<file path="src/rtl/fifo_fwft_pkg.sv">
// Shared constants for the FWFT FIFO and the UART TX blocks that reuse its defaults.
package fifo_fwft_pkg;

    localparam int DEF_WIDTH     = 8;
    localparam int DEF_DEPTH     = 16;
    localparam int DEF_AF_THRESH = 12;
    localparam int DEF_AE_THRESH = 2;

    // Where the word waiting behind the output register currently lives.
    typedef enum logic [1:0] {
        SRC_NONE = 2'd0,
        SRC_BYP  = 2'd1,
        SRC_RAM  = 2'd2
    } stage_src_e;

endpackage

</file>
<file path="src/rtl/fifo_fwft_ram.sv">
// Simple dual-port storage array: synchronous write, registered synchronous read, no reset.
module fifo_ram #(
    parameter int WIDTH = 8,
    parameter int DEPTH = 16,
    parameter int AW    = 4
) (
    input  logic             clk,
    input  logic             wr_en,
    input  logic [AW-1:0]    wr_addr,
    input  logic [WIDTH-1:0] wr_data,
    input  logic             rd_en,
    input  logic [AW-1:0]    rd_addr,
    output logic [WIDTH-1:0] rd_data
);

    logic [WIDTH-1:0] mem [DEPTH];

    always_ff @(posedge clk) begin
        if (wr_en) begin
            mem[wr_addr] <= wr_data;
        end
    end

    always_ff @(posedge clk) begin
        if (rd_en) begin
            rd_data <= mem[rd_addr];
        end
    end

endmodule

</file>
<file path="src/rtl/fifo_fwft.sv">
// First-word-fall-through FIFO: registered head word, a one-word prefetch stage fed from
// either the RAM read port or a write bypass, and level-derived status flags.
module fifo_fwft
    import fifo_fwft_pkg::*;
#(
    parameter int WIDTH     = DEF_WIDTH,
    parameter int DEPTH     = DEF_DEPTH,
    parameter int AF_THRESH = DEF_AF_THRESH,
    parameter int AE_THRESH = DEF_AE_THRESH
) (
    input  logic                     clk,
    input  logic                     rst_n,
    input  logic                     flush,
    input  logic                     wr_en,
    input  logic [WIDTH-1:0]         wr_data,
    input  logic                     rd_en,
    output logic [WIDTH-1:0]         rd_data,
    output logic                     rd_valid,
    output logic                     full,
    output logic                     empty,
    output logic                     almost_full,
    output logic                     almost_empty,
    output logic [$clog2(DEPTH):0]   level,
    output logic                     overflow,
    output logic                     underflow,
    input  logic                     clr_err
);

    localparam int AW = $clog2(DEPTH);

    logic [AW:0]      wr_ptr;
    logic [AW:0]      rd_ptr;
    logic [AW:0]      level_q;
    stage_src_e       a_src;
    logic [WIDTH-1:0] byp_q;
    logic [WIDTH-1:0] ram_q;
    logic [WIDTH-1:0] a_data;
    logic [WIDTH-1:0] rd_data_q;
    logic             rd_valid_q;
    logic             overflow_q;
    logic             underflow_q;

    logic wr_ok, pop, ram_has, a_valid, b_free, a_to_b, a_free;
    logic ram_rd, ram_wr, byp_ld;

    // Words flow: RAM -> prefetch stage (a) -> output register (b). A write only bypasses
    // the RAM when nothing older sits there, so ordering is preserved by construction.
    always_comb begin
        wr_ok   = wr_en & ~full & ~flush;
        pop     = rd_en & rd_valid_q & ~flush;
        ram_has = (wr_ptr != rd_ptr);
        a_valid = (a_src != SRC_NONE);
        b_free  = ~rd_valid_q | pop;
        a_to_b  = b_free & a_valid;
        a_free  = ~a_valid | a_to_b;
        ram_rd  = a_free & ram_has & ~flush;
        byp_ld  = a_free & ~ram_has & wr_ok;
        ram_wr  = wr_ok & ~byp_ld;
        a_data  = (a_src == SRC_BYP) ? byp_q : ram_q;
    end

    fifo_ram #(
        .WIDTH (WIDTH),
        .DEPTH (DEPTH),
        .AW    (AW)
    ) u_ram (
        .clk     (clk),
        .wr_en   (ram_wr),
        .wr_addr (wr_ptr[AW-1:0]),
        .wr_data (wr_data),
        .rd_en   (ram_rd),
        .rd_addr (rd_ptr[AW-1:0]),
        .rd_data (ram_q)
    );

    always_ff @(posedge clk or negedge rst_n) begin
        if (!rst_n) begin
            wr_ptr     <= '0;
            rd_ptr     <= '0;
            level_q    <= '0;
            a_src      <= SRC_NONE;
            byp_q      <= '0;
            rd_data_q  <= '0;
            rd_valid_q <= 1'b0;
        end else if (flush) begin
            wr_ptr     <= '0;
            rd_ptr     <= '0;
            level_q    <= '0;
            a_src      <= SRC_NONE;
            rd_valid_q <= 1'b0;
        end else begin
            if (ram_wr) wr_ptr <= wr_ptr + 1'b1;
            if (ram_rd) rd_ptr <= rd_ptr + 1'b1;
            level_q <= level_q + {{AW{1'b0}}, wr_ok} - {{AW{1'b0}}, pop};
            if (b_free) rd_valid_q <= a_valid;
            if (a_to_b) rd_data_q <= a_data;
            if (byp_ld) byp_q <= wr_data;
            if (ram_rd) begin
                a_src <= SRC_RAM;
            end else if (byp_ld) begin
                a_src <= SRC_BYP;
            end else if (a_to_b) begin
                a_src <= SRC_NONE;
            end
        end
    end

    // A fresh error event in the same cycle as clr_err keeps the flag set.
    always_ff @(posedge clk or negedge rst_n) begin
        if (!rst_n) begin
            overflow_q  <= 1'b0;
            underflow_q <= 1'b0;
        end else begin
            overflow_q  <= (overflow_q & ~clr_err) | (wr_en & full & ~flush);
            underflow_q <= (underflow_q & ~clr_err) | (rd_en & ~rd_valid_q & ~flush);
        end
    end

    assign rd_data      = rd_data_q;
    assign rd_valid     = rd_valid_q;
    assign level        = level_q;
    assign full         = (level_q == (AW+1)'(DEPTH));
    assign empty        = (level_q == '0);
    assign almost_full  = (level_q >= (AW+1)'(AF_THRESH));
    assign almost_empty = (level_q <= (AW+1)'(AE_THRESH));
    assign overflow     = overflow_q;
    assign underflow    = underflow_q;

endmodule

</file>
<file path="config.mk">
export PLATFORM = sky130hd
export DESIGN_NAME = fifo_fwft
export DESIGN_NICKNAME = d
export VERILOG_FILES = /design/src/rtl/fifo_fwft_pkg.sv /design/src/rtl/fifo_fwft_ram.sv /design/src/rtl/fifo_fwft.sv
export SDC_FILE = /design/constraint.sdc
export NUM_CORES = 1
export LEC_CHECK = 0
export BUFFER_PORTS_ARGS = -buffer_cell sky130_fd_sc_hd__buf_2
export CAP_MARGIN = 10
export CELL_PAD_IN_SITES_DETAIL_PLACEMENT = 0
export CELL_PAD_IN_SITES_GLOBAL_PLACEMENT = 1
export CORE_ASPECT_RATIO = 1.4
export CORE_MARGIN = 4
export CORE_UTILIZATION = 53
export CTS_CLUSTER_SIZE = 10
export DETAILED_ROUTE_END_ITERATION = 6
export GPL_TIMING_DRIVEN = 0
export HOLD_SLACK_MARGIN = 0.12
export PLACE_DENSITY_LB_ADDON = 0.1
export SYNTH_ARGS = -nofsm -noshare
export SYNTH_HDL_FRONTEND = slang
export SYNTH_HIERARCHICAL = 1
export SYNTH_SLANG_ARGS = --single-unit
</file>
<file path="constraint.sdc">
create_clock -name clk -period 4.3 [get_ports clk]
set_clock_uncertainty 0.15 [all_clocks]
set_input_delay 0.215 -clock clk [delete_from_list [all_inputs] [get_ports clk]]
set_output_delay 0.215 -clock clk [all_outputs]
set_load 0.01 [all_outputs]
</file>
Word-level counts from Yosys, hierarchy flattened
Memories as Yosys holds them, arrays and structs flattened. A register that Yosys moved wholly into a read port is not among the register bits.
Cells that the tools add are included.
{ "classes": {"add_sub_neg": 4, "n_lt_le_gt_ge": 2, "eq_ne": 3, "n_mux": 14, "bitwise": 27, "reduce_logical": 8} }
{ "ops": {"columns": ["operator", "count"], "rows": [
  ["$mux W5", 5],
  ["$and A1 B1 Y1", 16],
  ["$add A5 B1 Y5 const B", 2],
  ["$mux W2", 4],
  ["$mux W8", 1],
  ["$reduce_bool A2 Y1", 4],
  ["$not A1 Y1", 7],
  ["$add A5 B1 Y5", 1],
  ["$eq A5 B5 Y1 const B", 1],
  ["$ge A5 B4 Y1 const B", 1],
  ["$le A5 B2 Y1 const B", 1],
  ["$logic_not A5 Y1", 1],
  ["$ne A5 B5 Y1", 1],
  ["$sub A5 B1 Y5", 1],
  ["$mux W1", 4],
  ["$or A1 B1 Y1", 4],
  ["$reduce_and A2 Y1", 2],
  ["$reduce_bool A4 Y1", 1],
  ["$eq A2 B1 Y1 const B", 1]
]} }
{ "totals": {"regBits": 36, "ram_bits": 128, "in_bits": 14, "output_inout_bits": 20, "wordCells": 68, "n_memories": 1} }
{ "mem_list": {"columns": ["name", "depth", "word_bits", "rd", "rd_clocked_by_memory_dff", "wr", "line_no", "text"], "rows": [
  ["u_ram.mem", 16, 8, 1, 1, 1, "fifo_fwft_ram.sv:16", "logic [WIDTH-1:0] mem [DEPTH];"]
]} }

Depth between registers and ports, before layout
{ "logic_depth": {"depth_word": 11, "mapped_depth": 15, "depth_no_buf": 15} }

By module
The synthesis kept the hierarchy.
{ "modules_own_cells": {"columns": ["mod", "n_inst", "cells_each", "area_per_inst_um2", "seq_area_each_um2"], "rows": [
  ["fifo_ram", 1, 229, 5227.5, 4083.9],
  ["fifo_fwft", 1, 180, 1923.1, 900.9]
]} }

Least setup slack after synthesis
Ideal clock, no wire load.
{ "synth_timing": {"path_kind": "reg2reg", "startpoint": "register level_q[2] (netlist: level[2])", "endpoint": "memory u_ram.mem[0][0], enable pin", "setup_time_ps": 383, "arrival_time_ps": 2582, "required_time_ps": 3767, "setup_slack_ps": 1185, "path_stages_with_launch": 9, "n_path_buf": 1, "period_less_slack_ps": 3115, "cell_sequence": "dfrtp_1 > inv_1 > ha_1 > nor3b_1 > a21oi_1 > o31a_1 > clkbuf_1 > or3b_2 > nor3_1"} }
{ "synth_via": {"elab_chain_len": 9} }
{ "synth_rtl": {"columns": ["item", "line_no", "text"], "rows": [
  ["from (decl)", "fifo_fwft.sv:33", "logic [AW:0] level_q;"],
  ["from (signal assigned)", "fifo_fwft.sv:94", "level_q <= level_q + {{AW{1'b0}}, wr_ok} - {{AW{1'b0}}, pop};"],
  ["$eq A5 B5 Y1 (*)", "fifo_fwft.sv:122", "assign full = (level_q == (AW+1)'(DEPTH));"],
  ["$not A1 Y1 (*)", "fifo_fwft.sv:49", "wr_ok = wr_en & ~full & ~flush;"],
  ["$and A1 B1 Y1 (*) (2 in a row)", "fifo_fwft.sv:49", null],
  ["$and A1 B1 Y1", "fifo_fwft.sv:57", "byp_ld = a_free & ~ram_has & wr_ok;"],
  ["$not A1 Y1", "fifo_fwft.sv:58", "ram_wr = wr_ok & ~byp_ld;"],
  ["$and A1 B1 Y1 (*)", "fifo_fwft.sv:58", null],
  ["via ram_wr", "fifo_fwft.sv:44", "logic ram_rd, ram_wr, byp_ld;"],
  ["$mux W1 (*)", "fifo_fwft_ram.sv:19", "if (wr_en) begin"],
  ["$mux W1 (not written as such) (*)", "fifo_fwft_ram.sv:20", "mem[wr_addr] <= wr_data;"],
  ["to (decl)", "fifo_fwft_ram.sv:16", null]
]} }
The timed path passes the listed nets; every way through them passes the cells marked *.

Worst setup path in the final report
{ "layout_timing": {"startpoint": "register level_q[2] (netlist: level[2])", "endpoint": "memory u_ram.mem[1][6], enable pin"} }
The elaborated chain is that of the path after synthesis.

==> flow_summary.ini <==
[routing]
routed_via_density = 5.60
dr.pass1.iters = 4
wl_mm = 13.6
drt_iter0_markers = 197
drtAntennaViolNets = 0
vias = 3751
wl_per_cell_um = 20.3
route.detailed.drc = 0

[sta]
slew_headroom = 0.425
hold_violations = 0
min_period_over_period = 0.790
period_needed_ns = 3.40
tns_ns = 0
worst_pin_slew_ns = 0.859
setup_viol_count_final = 0
max_freq_mhz = 294
final-max-slew-violation-count = 0
rsz0062_at_grt = no

[grt]
grt_pass1_vias = 3904
grt_max_degree = 37
grt_first_pass_wirelength_mm = 21.9
grt_overflow = 0
antenna_found_initial = 0
grtUsageTotal = 0.189

[synthesis]
synth-edff-count = 136
syn_nets = 436
synth_largest_area_cell = edfxtp_1
syn_area_um2 = 7150
yosysSeqAreaShare = 0.697
ys_types = 45
yosysWarnings = 6
ys_ff_latch = 172
synthesis.instances = 409
synth_top_area_frac = 0.571
synth_top_flop_cell = edfxtp_1
synthTopCellsByArea = edfxtp_1, dfrtp_1, mux4_2
synth_area_per_cell_um2 = 17.5
synthArstFlopShare = 0.209

[floorplan]
dieWidth_um = 106
initial_core_util = 0.548
fp.coreArea_um2 = 13100
dieArea_um2 = 15400
io_pins = 34
die_y_um = 145
row_count = 49

[cts]
cts_tree = built
clkLatencyLatePin_ns = 0.43
clock_sink_count = 172
h-tree-depth = 4
clk_path_buf_depth = 2
cts.reportedPaths.clkPinSlew_ns = 0.08
numCtsBuffers = 17
cts-root-buf = clkbuf_16
cts.repair.resized = 0

[worst_hold_path]
hp-class = in -> async

[job]
drv_cap = 0

[status]
status = complete, no violations

[power_and_ir_drop]
intPower_w = 0.00344
p_seq_frac = 0.431
p_sw_frac = 0.291
p_comb_frac = 0.234
p_leak_nw = 3.04
switchingPower_w = 0.00141
clkPwrFrac = 0.335
power_density_nw_per_um2 = 581
ir_worst_vdd_v = 0.000295

[layout]
finish.net_count = 506
multiInputGateArea_um2 = 2000
final_cell_mix = edfxtp_1, nor2_1, buf_2
final_layout_size_suffix_gt1_frac = 0.228
layout_commonest_cell = edfxtp_1
layout.area.seq_um2 = 4980
fin_area_um2 = 8350
area_growth_pct = 16.8
diodes = 0
final.fill_count = 988

[critical_path]
critPathArrivalTime_ns = 3.29
critical_path_peak_fanout = 10
end_kind = register
worst_setup_path_start_kind = register
worstPathRequired_ns = 4.20
worst-setup-path-type = reg -> reg

[placed_design]
placed_area_um2 = 7560
port_buffers = 33
dp_hpwl_mm = 9.27
place.gp.congestion = 0.751
-- synth_stat cells (all sizes together), types with 2 or more instances --
| master | count |
|---|---|
| clkdlybuf4s25 | 3 |
| clkbuf | 5 |
| nand3 | 3 |
| mux4 | 32 |
| ha | 12 |
| o22ai | 2 |
| a22oi | 16 |
| mux2 | 10 |
| nand2 | 15 |
| buf | 8 |
| o211ai | 2 |
| nor2 | 41 |
| nor3 | 6 |
| and2 | 2 |
| xor2 | 2 |
| xnor2 | 8 |
| edfxtp | 136 |
| mux2i | 13 |
| nand4 | 2 |
| nor2b | 5 |
| nand3b | 3 |
| a21oi | 12 |
| inv | 12 |
| and3 | 2 |
| o21ai | 2 |
| dfrtp | 36 |
| nand2b | 7 |
-- layout make-up --
cell class | count | area share
Timing Repair Buffer | 51 | 0.0396
Clock buffer | 17 | 0.0509
Buffer | 16 | 0.0139
Sequential cell | 172 | 0.597
Clock inverter | 15 | 0.0265
Tap cell | 178 | 0.0267
Multi-Input combinational cell | 208 | 0.240
Inverter | 13 | 0.00584
-- logic make-up after synthesis --
family,synth area share
xor gates and xnor gates,0.0122
DFF,0.697
muxes,0.146
adders and majority gates,0.0238
AOI/OAI and AO/OA,0.0355
and+or+nand+nor,0.0619
buffers and inverters,0.0231
-- repair_timing --
action | in CTS | in global routing
endpoints found under the setup margin | 0 | 0
hold buffers | 14 | 0
endpoints found under the hold margin | 176 | 0
setup buffers | 0 | 0
-- sequential cells by signal (all words and copies together) (netlist names), 2 cells and up --
signal,flops
a_src,2
u_ram/mem,128
rd_data,8
rd_ptr,5
u_ram/rd_data,8
wr_ptr,5
level,5
byp_q,8
-- critical path, cell delays in order (launching register included) --
cell	delay (ns)
dfrtp_1	0.43
inv_1	0.10
ha_1	0.20
nor3b_1	0.17
a21oi_1	0.22
o31a_1	0.17
clkbuf_1	0.38
or3b_2	0.53
nor2_1	0.67
-- metal layers --
| layer | vias up | wire length (µm) | GRT usage |
|---|---|---|---|
| li1 | 1731 | - | - |
| met1 | 1916 | 5550 | 0.245 |
| met2 | 86 | 7250 | 0.324 |
| met3 | 18 | 551 | 0.0346 |
| met4 | 0 | 228 | 0.0603 |
| met5 | - | 0 | 0 |
-- path summary, 6_finish.rpt --
kind | start | endpoint | slack, ns | cells past startpoint
setup / recovery | level[2] | u_ram/mem[1][6] | 0.90 | 8
hold / removal | rst_n | level[4] | 0.25 | 2
setup reg to reg | level[2] | u_ram/mem[1][6] | 0.90 | 8
hold reg to reg | wr_ptr[4] | wr_ptr[4] | 0.35 | 1
max in group asynchronous | rst_n | wr_ptr[2] | 3.22 | 2
min in group clk | wr_en | a_src[0] | 0.30 | 7
-- through the flow --
step | utilization | worst slack, ns | cells | hold slack [ns] | power [W]
floorplan | - | 1.18 | 409 | -0.231 | 0.00292
finish | 0.639 | 0.903 | 670 | 0.253 | 0.00485
CTS | 0.639 | 0.770 | 669 | 0.291 | 0.00491
global placement | 0.577 | 0.564 | 620 | 0.203 | 0.00326
detailed placement | 0.579 | 0.786 | 623 | 0.211 | 0.00327
global route | 0.639 | 0.718 | 670 | 0.324 | 0.00510
-- power groups by stage --
stage	Clock, W	Combinational (W)	Sequential (W)
6_report	0.00163	0.00114	0.00209
5_1_grt	0.00174	0.00125	0.00211
4_1_cts	0.00165	0.00116	0.00209
3_5_place_dp	0	0.00114	0.00213
3_3_place_gp	0	0.00113	0.00212
2_1_floorplan	0	0.000793	0.00213
Note: power is estimated with default switching activity, not from simulation.
